`src/rtl/gpio_in_debouncer.sv`:
```
// Per-bit synchroniser and debouncer for raw GPIO pads, with change pulses.
// Optional sticky IRQ flags and IRQ line when GPIO_IN_IRQ_EN is defined.
module gpio_in_debouncer #(
    parameter int BITS_PORT       = 8,
    parameter int SYNC_STAGES     = 2,
    parameter int DEBOUNCE_CYCLES = 16
) (
    input  logic                 CLK,
    input  logic                 RST,
    input  logic [BITS_PORT-1:0] pin_in,
    output logic [BITS_PORT-1:0] data_out,
    output logic [BITS_PORT-1:0] change_pulse,
    input  logic [BITS_PORT-1:0] irq_mask,
    input  logic [BITS_PORT-1:0] irq_clear,
    output logic [BITS_PORT-1:0] irq_flags,
    output logic                 irq_out
);

    localparam int CNT_W = (DEBOUNCE_CYCLES > 1) ? $clog2(DEBOUNCE_CYCLES) : 1;
    localparam logic [CNT_W-1:0] CNT_LAST = CNT_W'(DEBOUNCE_CYCLES - 1);

    logic [BITS_PORT-1:0] sync_q [SYNC_STAGES];
    logic [BITS_PORT-1:0] sync_s;
    logic [CNT_W-1:0]     cnt_q  [BITS_PORT];

    always_ff @(posedge CLK) begin
        if (RST) begin
            for (int unsigned k = 0; k < SYNC_STAGES; k++) begin
                sync_q[k] <= '0;
            end
        end else begin
            sync_q[0] <= pin_in;
            for (int unsigned k = 1; k < SYNC_STAGES; k++) begin
                sync_q[k] <= sync_q[k-1];
            end
        end
    end

    assign sync_s = sync_q[SYNC_STAGES-1];

    // A bit commits only after its new level has been seen DEBOUNCE_CYCLES times in a row.
    always_ff @(posedge CLK) begin
        if (RST) begin
            data_out     <= '0;
            change_pulse <= '0;
            for (int unsigned i = 0; i < BITS_PORT; i++) begin
                cnt_q[i] <= '0;
            end
        end else begin
            change_pulse <= '0;
            for (int unsigned i = 0; i < BITS_PORT; i++) begin
                if (sync_s[i] != data_out[i]) begin
                    if (cnt_q[i] == CNT_LAST) begin
                        data_out[i]     <= sync_s[i];
                        change_pulse[i] <= 1'b1;
                        cnt_q[i]        <= '0;
                    end else begin
                        cnt_q[i] <= cnt_q[i] + CNT_W'(1);
                    end
                end else begin
                    cnt_q[i] <= '0;
                end
            end
        end
    end

`ifdef GPIO_IN_IRQ_EN
    // Set has priority over a coincident write-1-to-clear.
    always_ff @(posedge CLK) begin
        if (RST) begin
            irq_flags <= '0;
        end else begin
            irq_flags <= (irq_flags & ~irq_clear) | (change_pulse & irq_mask);
        end
    end

    assign irq_out = |irq_flags;
`else
    logic unused_irq_inputs;

    assign unused_irq_inputs = ^{irq_mask, irq_clear};
    assign irq_flags         = '0;
    assign irq_out           = 1'b0;
`endif

endmodule

```
`config.mk`:
```
export PLATFORM = sky130hd
export DESIGN_NAME = gpio_in_debouncer
export DESIGN_NICKNAME = d
export VERILOG_FILES = /design/src/rtl/gpio_in_debouncer.sv
export SDC_FILE = /design/constraint.sdc
export NUM_CORES = 1
export LEC_CHECK = 0
export BUFFER_PORTS_ARGS = -buffer_cell sky130_fd_sc_hd__buf_2
export CAP_MARGIN = 20
export CORE_MARGIN = 4
export CORE_UTILIZATION = 40
export CTS_CLUSTER_DIAMETER = 200
export DETAILED_ROUTE_END_ITERATION = 10
export SLEW_MARGIN = 20
export SYNTH_ARGS = -nofsm -noshare
export SYNTH_HDL_FRONTEND = slang
export SYNTH_SLANG_ARGS = --single-unit
```
`constraint.sdc`:
```
create_clock -name CLK -period 3 [get_ports CLK]
set_input_delay 0.6 -clock CLK [delete_from_list [all_inputs] [get_ports CLK]]
set_output_delay 0.6 -clock CLK [all_outputs]
set_load 0.01 [all_outputs]
```
==> results_dict.tcl <==
set metrics [dict create \
    synthTopCellsByArea "edfxtp_1 (37%), dfxtp_1 (25%), nor2_1 (6.7%), xor2_1 (5.4%), ha_1 (3.9%)" \
    gr-total-overflow 0 \
    timing_worst_setup_path_type "register to primary output" \
    route.detailed.drc 0 \
    slowest_stage "dfxtp_1" \
    r2r_end "cnt_q[0][3]" \
    p_sw_uw 366 \
    rows 29 \
    synth-seq-area-share_pct 62.0 \
    dp_hpwl_mm 2.37 \
    combPwrFrac_pct 4.0 \
    powerDensity_mw_per_mm2 588 \
    layout_min_cycle_time_ns 1.45 \
    avgRoutedWirePerCell_um 9.33 \
    grt_first_pass_wirelength_mm 5.75 \
    die_w_um 88.4 \
    setup_viol_count_final 0 \
    total_power_uw 1810 \
    cts_tree "built" \
    routed_wl_mm 3.41 \
    path_clk_slew_ns 0.07 \
    grt_util_all_layers_pct 9.91 \
    portBuffers 25 \
    ys_ff_latch 64 \
    vias_per_cell 4.18 \
    cp-end-kind "primary output" \
    slew_violations 0 \
    clkPwrFrac_pct 42.6 \
    synth_top_area_cell "edfxtp_1" \
    synth_ff_type "edfxtp_1" \
    post-cts-setup-buffers 0 \
    nNetsFinal 318 \
    cp_max_fo 3 \
    antenna_found_initial 0 \
    pwr-share-seq_pct 53.4 \
    fill_cells 617 \
    preCtsSetupSlack_ns 1.25 \
    hold_viol_final 0 \
    cts_buffers 9 \
    place_congestion 0.711 \
    route.vias.total 1530 \
    cp.arrival_ns 0.85 \
    worst_clock_skew_ns 0.00481 \
    status "completed" \
    finalWorstSetupSlack_ns 1.55 \
    grt_max_degree 25 \
    internal_power_uw 1440 \
    clockRootBuffer "clkbuf_8" \
    num_antenna_cells 0 \
    ff2ff_setup_slack_ns 1.74 \
    core_area_mm2 0.00631 \
    drive_above_1_share_pct 12.8 \
    maxCapViolCount 0 \
    period_share_pct 48.3 \
    crit_buf_inv 1 \
    hold_path.class "register to register" \
    detail_route.first_pass.iterations 4 \
    area_growth_pct 19.0 \
    avgSynthCellArea_um2 11.7 \
    holdPathEnd "sync_q[0][9]" \
    crit-reg2reg-launch "cnt_q[0][0]" \
    cts_sinks 64 \
    drt_iter0_markers 61 \
    crit_path_start_kind "register" \
    cp_top_family "flip-flops" \
    ir_worst_vdd_mv 0.260 \
    tns_ns 0 \
    synthArstFlopShare_pct 0 \
    p_sw_share_pct 20.3 \
    start_util_pct 40.9 \
    crit_required_ns 2.40 \
    yosys_warnings 0 \
    crit_chain "buf_2" \
    slowest_delay_ns 0.37 \
    yosysUniqueCellTypes 17 \
    syn_inst 221 \
    cts.hold.buffers_added 0 \
    synth_edf_count 32 \
    die_area_mm2 0.00781 \
    max_clock_freq_mhz 690 \
    grt_pass1_vias 1375 \
    cts.path.max_buffers 2 \
    syn-cell-area_mm2 0.00258 \
    rsz0062_at_grt "no" \
    clkLatencyLatePin_ns 0.33 \
    antenna_left 0 \
    p_leak_uw 0.00138 \
    r2r_cells 4 \
    whs_path_depth 1 \
    cts.htree.levels 3 \
    synth_top_cell_area_share_pct 37.2 \
    die_y_um 88.4 \
    hp-start "sync_q[0][1]" \
    post_cts_resized 0 \
    io_pins 51 \
]
## cell usage in the layout (no fill, tap or decap)
cell type,count
nor2_1,46
inv_1,8
xnor2_1,8
edfxtp_1,32
mux2i_1,8
clkinv_1,3
buf_2,25
nor2b_1,16
xor2_1,16
nand3b_1,8
dfxtp_1,32
buf_4,1
clkbuf_8,9
nor3b_1,2
bufinv_16,2
clkbuf_1,2
ha_1,8
conb_1,41
nand3_1,16
nand2b_1,6
## cell families (layout without fill, tap and decap cells)
kind of cell / count (synthesis) / in the layout / synth area share (%)
mux: 8 / 8 / 3.10
fa+ha+maj: 8 / 8 / 3.88
flops: 64 / 64 / 62.0
buf+inv: 21 / 50 / 4.55
simple gates: 94 / 94 / 18.0
xor+xnor: 24 / 24 / 8.14
other cells: 2 / 41 / 0.291
## flip-flops by register name, indices dropped and copies added (netlist names)
signal	cells
data_out	8
change_pulse	8
sync_q	16
cnt_q	32
## power groups by stage
stage               Combinational [uW]  Clock [uW]  Sequential (uW)
floorplan                         67.7           0              980
global placement                  71.2           0              984
detailed placement                71.4           0              985
CTS                               72.1         793              965
global route                      85.5         836              968
finish                            71.8         769              965
## how the worst max path moves through the flow
stage	slack [ns]	start	cells after the start	end
global placement	1.25	RST	4	cnt_q[0][3]
finish	1.55	data_out[3]	1	data_out[3]
detailed placement	1.25	RST	4	cnt_q[0][2]
floorplan	1.81	RST	3	cnt_q[0][15]
CTS	1.52	data_out[3]	1	data_out[3]
global route	1.47	data_out[3]	1	data_out[3]
## stage by stage
step                      std cells  hold slack (ns)  instance area (um2)  util [%]
after floorplan                 260            0.414                 2730         -
after global placement          350            0.418                 2870      45.5
after detailed placement        350            0.426                 2870      45.5
after CTS                       366            0.442                 3070      48.7
after global routing            366            0.451                 3070      48.7
final                           366            0.439                 3070      48.7
## per-layer routing
metal,wire length [um],GRT usage [%],vias to the layer above
li1,-,-,808
met4,108,7.83,0
met1,1620,12.4,687
met5,0,0,-
met3,201,3.45,10
met2,1480,13.9,25
## final cells by class
class / count / area, um2 / area share [%]
timing repair buffer: 26 / 133 / 4.32
clock inverter: 5 / 71.3 / 2.32
multi-input combinational: 175 / 1010 / 32.9
inverter: 8 / 30.0 / 0.977
clock buffer: 11 / 131 / 4.28
tap: 77 / 96.3 / 3.14
sequential: 64 / 1600 / 52.1
## Yosys cell counts (all sizes together) (6+ instances only)
cell    instances
nand2b          6
inv             8
ha              8
nand3b          8
nand3          16
buf            12
xor2           16
dfxtp          32
nor2b          16
mux2i           8
nor2           46
edfxtp         32
xnor2           8
Power figures use the tool's default switching activity.
